File: config.mk
export PLATFORM = sky130hd
export DESIGN_NAME = alu_exec_seq
export DESIGN_NICKNAME = d
export VERILOG_FILES = /design/src/rtl/alu_exec_seq.sv
export SDC_FILE = /design/constraint.sdc
export NUM_CORES = 1
export LEC_CHECK = 0
export ABC_AREA = 0
export CAP_MARGIN = 40
export CORE_ASPECT_RATIO = 1.4
export CORE_MARGIN = 2
export CORE_UTILIZATION = 40
export CTS_CLUSTER_DIAMETER = 80
export DETAILED_ROUTE_END_ITERATION = 16
export HOLD_SLACK_MARGIN = 0.05
export PLACE_DENSITY = 0.79
export SETUP_SLACK_MARGIN = 0.4
export SLEW_MARGIN = 10
export SYNTH_ARGS = -nofsm -noshare
export SYNTH_HDL_FRONTEND = slang
export SYNTH_SLANG_ARGS = --single-unit
File: constraint.sdc
create_clock -name CLK -period 1.7 [get_ports CLK]
set_input_delay 0.425 -clock CLK [delete_from_list [all_inputs] [get_ports CLK]]
set_output_delay 0.425 -clock CLK [all_outputs]
set_load 0.01 [all_outputs]
File: src/rtl/alu_exec_seq.sv
// Execute sequencer in front of the ALU: holds ACC/carry, issues one ALU op per instruction, emits stores.
// Optional zero flag is built only when ALU_ZFLAG_EN is defined.
module alu_exec_seq #(
    parameter int unsigned     SIZE    = 8,
    parameter logic [SIZE-1:0] ACC_RST = '0
) (
    input  logic            CLK,
    input  logic            RST_N,
    input  logic            instr_valid,
    output logic            instr_ready,
    input  logic [2:0]      instr_op,
    input  logic [SIZE-1:0] instr_operand,
    output logic            alu_ce,
    output logic [2:0]      alu_op,
    output logic [SIZE-1:0] alu_left,
    output logic [SIZE-1:0] alu_right,
    input  logic            alu_carry,
    input  logic [SIZE-1:0] alu_result,
    output logic            st_valid,
    input  logic            st_ready,
    output logic [SIZE-1:0] st_data,
`ifdef ALU_ZFLAG_EN
    output logic            zero_flag,
`endif
    output logic [SIZE-1:0] acc,
    output logic            carry_flag
);

    localparam logic [2:0] OP_ADD = 3'd0;
    localparam logic [2:0] OP_SUB = 3'd1;
    localparam logic [2:0] OP_ST  = 3'd7;

    typedef enum logic [1:0] {IDLE, EXEC, STORE} state_t;

    state_t          state_q, state_d;
    logic [2:0]      op_q, op_d;
    logic [SIZE-1:0] opnd_q, opnd_d;
    logic [SIZE-1:0] acc_q, acc_d;
    logic            carry_q, carry_d;
    logic            st_valid_q, st_valid_d;
    logic [SIZE-1:0] st_data_q, st_data_d;
`ifdef ALU_ZFLAG_EN
    logic            zero_q, zero_d;
`endif

    always_ff @(posedge CLK or negedge RST_N) begin
        if (!RST_N) begin
            state_q    <= IDLE;
            op_q       <= '0;
            opnd_q     <= '0;
            acc_q      <= ACC_RST;
            carry_q    <= 1'b0;
            st_valid_q <= 1'b0;
            st_data_q  <= '0;
`ifdef ALU_ZFLAG_EN
            zero_q     <= (ACC_RST == '0);
`endif
        end else begin
            state_q    <= state_d;
            op_q       <= op_d;
            opnd_q     <= opnd_d;
            acc_q      <= acc_d;
            carry_q    <= carry_d;
            st_valid_q <= st_valid_d;
            st_data_q  <= st_data_d;
`ifdef ALU_ZFLAG_EN
            zero_q     <= zero_d;
`endif
        end
    end

    always_comb begin
        state_d     = state_q;
        op_d        = op_q;
        opnd_d      = opnd_q;
        acc_d       = acc_q;
        carry_d     = carry_q;
        st_valid_d  = st_valid_q;
        st_data_d   = st_data_q;
`ifdef ALU_ZFLAG_EN
        zero_d      = zero_q;
`endif
        instr_ready = 1'b0;
        alu_ce      = 1'b0;
        case (state_q)
            IDLE: begin
                instr_ready = 1'b1;
                if (instr_valid) begin
                    op_d    = instr_op;
                    opnd_d  = instr_operand;
                    state_d = EXEC;
                end
            end
            EXEC: begin
                alu_ce = 1'b1;
`ifdef ALU_ZFLAG_EN
                zero_d = (alu_result == '0);
`endif
                if (op_q == OP_ST) begin
                    st_data_d  = alu_result;
                    st_valid_d = 1'b1;
                    state_d    = STORE;
                end else begin
                    acc_d = alu_result;
                    if (op_q == OP_ADD || op_q == OP_SUB)
                        carry_d = alu_carry;
                    // Accepting here keeps the pipe full: the next op sees the new ACC via alu_left.
                    instr_ready = 1'b1;
                    if (instr_valid) begin
                        op_d    = instr_op;
                        opnd_d  = instr_operand;
                        state_d = EXEC;
                    end else begin
                        state_d = IDLE;
                    end
                end
            end
            STORE: begin
                if (st_ready) begin
                    st_valid_d = 1'b0;
                    state_d    = IDLE;
                end
            end
            default: state_d = IDLE;
        endcase
    end

    assign alu_op     = op_q;
    assign alu_left   = acc_q;
    assign alu_right  = opnd_q;
    assign acc        = acc_q;
    assign carry_flag = carry_q;
    assign st_valid   = st_valid_q;
    assign st_data    = st_data_q;
`ifdef ALU_ZFLAG_EN
    assign zero_flag  = zero_q;
`endif

endmodule

* Word level (Yosys, flattened, before mapping)
Index checks and enable logic that the tools add are counted.
Widths: inputs -> output; s select.
** Storage, ports and cells
- Flip-flop bits (word level) :: 31
- Bits of input ports :: 24
- Output and inout bits :: 39
- Word-level logic and storage cells :: 44
** Operators by class
- Equality and inequality tests :: 8
- Multiplexer cells :: 17
- Bitwise logic cells :: 1
- Reduce and logical (&&, ||, !) cells :: 11
** Operators with widths (number)
- $mux 8 :: 2
- $pmux 8 s2 :: 1
- $ne 2x2->1 const B :: 4
- $reduce_and 2->1 :: 4
- $mux 2 :: 3
- $mux 3 :: 2
- $pmux 2 s3 :: 1
- $pmux 3 s2 :: 1
- $reduce_and 3->1 :: 2
- $mux 1 :: 5
- $pmux 1 s2 :: 2
- $reduce_bool 2->1 :: 2
- $eq 3x1->1 const B :: 1
- $eq 3x3->1 const B :: 1
- $logic_not 3->1 :: 1
- $eq 2x1->1 const B :: 1
- $eq 2x2->1 const B :: 1
- $logic_not 2->1 :: 1
- $logic_or 1x1->1 :: 1
- $not 1->1 :: 1

* Longest topological paths before layout
Gate-level depths: netlist of the first run.
- Word-level depth :: 3
- Gate-level depth with buffers :: 4

* Worst setup path before layout of the first run
OpenSTA, ideal clock, no wires.
- Path type :: register to register
- From :: register op_q[1] (netlist: alu_op[1])
- To :: register op_q[2] (netlist: alu_op[2])
- Library setup time :: 0.125 ns
- Arrival :: 1.235 ns
- Required time :: 1.575 ns
- Slack :: 0.340 ns
- Stages on the path, launching flop included :: 5
- Period minus slack after synthesis :: 1.360 ns
- Cell sequence :: dfrtp_1 nand4_2 nand3b_4 buf_6 mux2_4
** Between the ends
- Cells in the longest elaborated chain, start to end :: 3
** RTL lines
- from (decl) :: line 36 : logic [2:0] op_q, op_d;
- from (signal assigned) :: line 60 : op_q <= op_d;
- $eq 3x3->1 :: line 99 : if (op_q == OP_ST) begin
- $ne 2x2->1 (no line)
- $reduce_and 2->1 (no line)
Every way passes these cells.
A chain may end at the register's enable or synchronous reset.

* Worst setup path in the final report of the first run
- From :: register state_q[0]
- To :: output port alu_ce
** Between the ends
- Cells in the longest elaborated chain, start to end :: 2
** RTL lines
- from (decl) :: line 35 : state_t state_q, state_d;
- from (signal assigned) :: line 59 : state_q <= state_d;
- $eq 2x1->1 :: line 85 : case (state_q)
- $mux 1 :: line 85
- to (decl) :: line 13 : output logic alu_ce,
Every way passes these cells.

==> results.ini, run 1 <==
[logic_synthesis]
async_flop_share_pct = 100
yosys.area.top_type = dfrtp_1
syn_avg_cell_area_um2 = 16.1
ys.flop_type = dfrtp_1
ys_ff_latch = 31
yosys_warnings = 0
synth-seq-area-share_pct = 59.4
yosysUniqueCellTypes = 18
synth.most_common_cell = dfrtp_1
yosysTopAreaCellShare_pct = 59.4
netlist_instances = 81
ys_top_cells_by_count = dfrtp_1 (31), mux2_2 (19), mux2_4 (9)
synth_edf_count = 0
syn_area_um2 = 1310
syn_nets = 105
ys_top_cells_by_area = dfrtp_1 (59%), mux2_2 (16%), mux2_4 (10%)

[final_layout]
n_antenna_cell = 0
num-fill-cells = 249
stdcell_area_um2 = 2050
nets = 183
final_core_util_pct = 65.5
drive_gt1_share_pct = 63.7
instances_no_fill = 199
area_delta_synth_final_pct = 56.8

[setup_path]
critPathLaunchType = flip-flop
cp_common_cell = buf_6
slowest_stage = dfrtp_1
critPathMaxFanout = 3
path_cells = buf_4 > buf_6 > nor2b_4 > buf_6
critical_path_cell_count = 4
path_delay_family = flip-flops
r2r-end = st_data[2]
critPathMaxStageDelay_ps = 400
reg2reg_depth = 7
worstPathRequired_ps = 1270
path_class = flip-flop to output pin
reg2reg_slack_ps = 170
cp-startpoint = state_q[0]
worst-path-buf-inv = 3
r2r-start = state_q[0]
endpoint_kind = output pin
critPathArrivalTime_ps = 1150
crit_end = alu_ce

[placement]
dp_hpwl_mm = 2.17
place_ws_ps = 38.6
gp_congestion = 0.703
dp.cells = 175
place_area_um2 = 1940
portBuffers = 62

[hold_path]
hold_start = st_data[5]
hold_path.class = flip-flop to flip-flop

[sta]
fin_crit_sh_pct = 92.9
slew_violations = 0
rsz0062_at_grt = true
skew_ps = 2.75
setup-violations-final = 0
tightest_slew_ps = 389
fin_ws_ps = 121
max_freq_mhz = 633
tns_ps = 0
period_needed_ps = 1580
hold_violations = 0
slew_headroom_pct = 74.1

[pwr]
power.share.switching_pct = 30.6
leakagePower_nw = 0.983
pwr-share-seq_pct = 38.6
peakVddDrop_mv = 0.775
p_clk_share_pct = 21.2
netSwitchingPower_uw = 902
p_int_mw = 2.05
power_frac_comb_pct = 40.2
powerDensity_nw_per_um2 = 1440

[drt]
wire_per_inst_um = 15.6
first_pass_iters = 2
num_vias = 943
avgViaCountPerCell = 4.74
drtIter0Drc = 13
routed_wl_mm = 3.11
drc_errors = 0
final_antenna_net_count = 0

[cts]
insertion_delay_ps = 280
cts_buffer_depth = 2
htreeDepth = 2
cts_buffers = 5
clkTransAtPathRegs_ps = 60
cts_tree = done
clock-root-buffer = clkbuf_8
cts-hold-fix-buffers = 0
clock_sinks = 31

[global_routing]
grt_pass1_vias = 1042
grt.overflow.total = 0
antenna_found_initial = 0
grt_max_degree = 32
grt_pass1_wl_mm = 4.91
grt_use_total_pct = 18.0

[floorplanning]
num_rows = 24
core_area_um2 = 3120
die_h_um = 71.6
die_w_um = 52.3
start_util_pct = 41.8
die-area_um2 = 3740
ios = 63

[flow_run]
cap_viol_max_count = 0

[run_status]
status = completed

==> logic make-up after synthesis <==
logic type | Yosys count | share of synthesized area (%)
AO/OA/AOI/OAI | 2 | 1.06
AND/OR/NAND/NOR | 10 | 7.00
buffers and inverters | 10 | 5.75
multiplexers | 28 | 26.8
flip-flops | 31 | 59.4
==> layout make-up <==
cell class	instances	area [µm²]	area share (%)
clock buffers	8	100	4.89
repair buffers	80	626	30.6
flip-flops and latches	31	779	38.1
inverters	1	3.75	0.183
well taps	39	48.8	2.39
multi-input cells	40	488	23.9
==> cell usage in the layout (no fill, tap or decap), types with 2 or more instances in the layout <==
cell type        instances
mux2_2                  17
buf_2                   33
buf_6                   14
dfrtp_1                 28
buf_4                    9
mux2_4                  11
clkbuf_8                 7
clkdlybuf4s50_1         23
nor2b_4                  2
dfrtp_2                  3
==> how the worst min path moves through the flow <==
stage / cells past startpoint / to / slack, ps
after CTS: 1 / st_valid / 500
after global placement: 1 / st_valid / 460
after global routing: 1 / st_data[5] / 520
after detailed placement: 1 / st_data[3] / 490
final: 1 / st_data[5] / 500
after floorplan: 0 / acc[0] / 130
==> worst reg2reg max path: stages (launching register included) <==
cell	delay (ps)
dfrtp_1	370
buf_6	120
nand4_4	80
buf_4	140
buf_6	120
nor2_4	130
buf_6	130
mux2_2	320
==> sequential cells by signal, summed over array words and instances, names as in the netlist <==
signal      flops
carry_flag      1
acc             8
state_q         2
st_valid        1
st_data         8
alu_op          3
alu_right       8
==> per-layer routing <==
| layer | vias to the layer above | wire (µm) | share of wire (%) | GRT usage (%) |
|---|---|---|---|---|
| met5 | - | 0 | 0 | 0 |
| met1 | 459 | 1010 | 32 | 18.2 |
| li1 | 431 | - | - | - |
| met4 | 0 | 70 | 2.2 | 7.98 |
| met2 | 44 | 1770 | 57 | 32.6 |
| met3 | 9 | 266 | 8.5 | 6.04 |
==> power groups by stage <==
stage / combinational, mW / sequential, mW / clock (mW)
floorplan: 0.486 / 1.27 / 0
global placement: 1.26 / 1.16 / 0
detailed placement: 1.29 / 1.18 / 0
CTS: 1.09 / 1.14 / 0.642
global route: 1.27 / 1.17 / 0.677
finish: 1.19 / 1.14 / 0.626
==> per-stage QoR <==
| step | hold WS (ps) | total power, mW |
|---|---|---|
| finish | 501 | 2.95 |
| detailed placement | 495 | 2.46 |
| CTS | 500 | 2.87 |
| global placement | 461 | 2.42 |
| floorplan | 129 | 1.76 |
| global route | 521 | 3.12 |
==> what timing repair did <==
action                                  CTS  global route
buffers inserted                         10             6
endpoints found under the setup margin   59            37
pin swaps                                 1             1
gates resized for setup                 160            14
gates cloned                              0             0
Power figures use the tool's default switching activity.
==> inputs of run 2 (changes only) <==
--- a/config.mk
+++ b/config.mk
@@ -6,14 +6,14 @@
 export NUM_CORES = 1
 export LEC_CHECK = 0
 export ABC_AREA = 0
-export CAP_MARGIN = 40
+export CAP_MARGIN = 20
 export CORE_ASPECT_RATIO = 1.4
 export CORE_MARGIN = 2
 export CORE_UTILIZATION = 40
 export CTS_CLUSTER_DIAMETER = 80
 export DETAILED_ROUTE_END_ITERATION = 16
 export HOLD_SLACK_MARGIN = 0.05
-export PLACE_DENSITY = 0.79
+export PLACE_DENSITY_LB_ADDON = 0.1
 export SETUP_SLACK_MARGIN = 0.4
 export SLEW_MARGIN = 10
 export SYNTH_ARGS = -nofsm -noshare
==> results.ini, run 2 (synthesized netlist as in run 1, its figures left out) <==
[final_layout]
drive_gt1_share_pct = 63.4  ; -0.40 points
n_antenna_cell = 0  ; unchanged
layout.cells.most_common_list = buf_2 (35), dfrtp_1 (28), mux2_4 (26), clkdlybuf4s50_1 (23), buf_6 (11)
nets = 184  ; +0.55%
area_delta_synth_final_pct = 63.0
final_core_util_pct = 68.1  ; +2.6 points
final_common_cell = buf_2

[sta]
tightest_slew_ps = 383  ; -5.94 ps
period_needed_ps = 1540  ; -39.9 ps
max_freq_mhz = 650  ; +2.6%
rsz0062_at_grt = true
setup-violations-final = 0  ; unchanged
skew_ps = 4.64  ; +1.89 ps
tns_ps = 0  ; unchanged
slew_violations = 0  ; unchanged
fin_crit_sh_pct = 90.5  ; -2.3 points
hold_violations = 0  ; unchanged
slew_headroom_pct = 74.5  ; +0.40 points

[pwr]
total_power_mw = 3.05  ; +3.5%
peakVddDrop_mv = 0.987  ; +27%
powerDensity_nw_per_um2 = 1440  ; -0.46%
leakagePower_nw = 1.04  ; +5.7%

[drt]
top_layer_used = met4
num_vias = 961  ; +1.9%
wire_per_inst_um = 14.9  ; -4.6%
drc_errors = 0  ; unchanged
first_pass_iters = 4  ; +2
avgViaCountPerCell = 4.81  ; +1.4%
wl_met1_mm = 1.14  ; +13%
wl_met3_um = 234  ; -12%
drtIter0Drc = 5  ; -8
final_antenna_net_count = 0  ; unchanged
wl_met2_mm = 1.55  ; -12%
routed_wl_mm = 2.99  ; -4.1%

[setup_path]
worst-path-buf-inv = 2  ; -1
endpoint_kind = output pin
slowest_stage = dfrtp_1
r2r-start = alu_op[0]
path_delay_family = flip-flops
path_cells = buf_6 > nand4_4 > nor2b_1 > buf_2
critPathMaxStageDelay_ps = 390  ; about the same
worstPathRequired_ps = 1270  ; about the same
critPathMaxFanout = 2  ; -1
r2r-end = st_data[7]
reg2reg_slack_ps = 190  ; +20 ps
path_class = flip-flop to output pin
critPathLaunchType = flip-flop
reg2reg_depth = 7  ; unchanged
critPathArrivalTime_ps = 1110  ; -40 ps

[cts]
clkTransAtPathRegs_ps = 60  ; about the same
clock-root-buffer = clkbuf_8
clock_sinks = 31  ; unchanged
htreeDepth = 2  ; unchanged
cts_buffer_depth = 2  ; unchanged
insertion_delay_ps = 280  ; about the same
cts-hold-fix-buffers = 0  ; unchanged
cts_tree = done
cts_buffers = 5  ; unchanged

[hold_path]
hold_start = st_valid
hold_path_depth = 1  ; unchanged
hold_path.class = flip-flop to flip-flop
hold_end = st_valid

[floorplanning]
num_rows = 24  ; unchanged
die-area_um2 = 3740  ; unchanged
ios = 63  ; unchanged
start_util_pct = 41.8  ; unchanged
core_area_um2 = 3120  ; unchanged
die_h_um = 71.6  ; unchanged
die_w_um = 52.3  ; unchanged

[flow_run]
cap_viol_max_count = 0  ; unchanged

[global_routing]
grt_pass1_wl_mm = 4.66  ; -5.0%
grt_max_degree = 32  ; unchanged
antenna_found_initial = 0  ; unchanged
grt_pass1_vias = 969  ; -7.0%
grt.overflow.total = 0  ; unchanged
grt_use_total_pct = 17.5  ; -0.51 points

[placement]
portBuffers = 62  ; unchanged
dp_hpwl_mm = 1.90  ; -12%
gp_congestion = 0.665  ; -5.3%

[run_status]
status = completed

==> run 2: cell count changes in the layout (fill, tap and decap cells not counted), sizes merged <==
cell / before / now
clkbuf: 9 / 8
buf: 56 / 57
dlygate4sd2: 0 / 1
==> run 2: how the worst max path moves through the flow <==
stage / start / end / depth (start not counted)
floorplan: alu_op[0] / alu_op[2] / 4
global placement: instr_valid / alu_op[2] / 3
CTS: state_q[0] / instr_ready / 4
finish: alu_op[0] / instr_ready / 4
detailed placement: instr_valid / alu_right[4] / 3
global route: alu_op[0] / instr_ready / 4
==> run 2: metal layers <==
layer,track usage [%],vias to the layer above
li1,-,432
met1,19.4,478
met2,28.6,45
met3,6.67,6
met4,9.40,0
met5,0,-
==> run 2: final cells by class <==
cell class              count  area [µm²]
fillers                   240         996
repair buffers             81         633
well taps                  39        48.8
inverters                   1        3.75
flip-flops and latches     31         779
clock buffers               8         100
multi-input cells          40         562
==> run 2: worst register-to-register path, stage by stage (launching register included) <==
cell and delay [ps]:
dfrtp_1 370, buf_6 110, nand4_4 80, buf_4 140, buf_6 120, nor2_4 130
buf_12 150, mux2_4 300
==> run 2: repair_timing <==
| action | 4_1_cts | 5_1_grt |
|---|---|---|
| endpoints found under the setup margin | 58 | 34 |
| resized for setup | 169 | 17 |
| endpoints found under the hold margin | 0 | 0 |
| pin swaps | 2 | 2 |
| setup buffers | 14 | 2 |
==> run 2: stage by stage <==
stage	hold WS [ps]	setup WS [ps]	std cells	cell area, µm²
4_1_cts	482	150	198	2030
6_report	483	161	200	2130
3_3_place_gp	464	78.0	176	1940
5_1_grt	496	96.7	200	2130
3_5_place_dp	467	58.3	176	1940
2_1_floorplan	129	402	81	1320
==> run 2: report_power, final <==
group          switching, mW  total, mW  internal, mW
Combinational          0.514       1.28         0.770
Clock                  0.261      0.630         0.369
Sequential             0.149       1.14         0.990
Total                  0.924       3.05          2.13
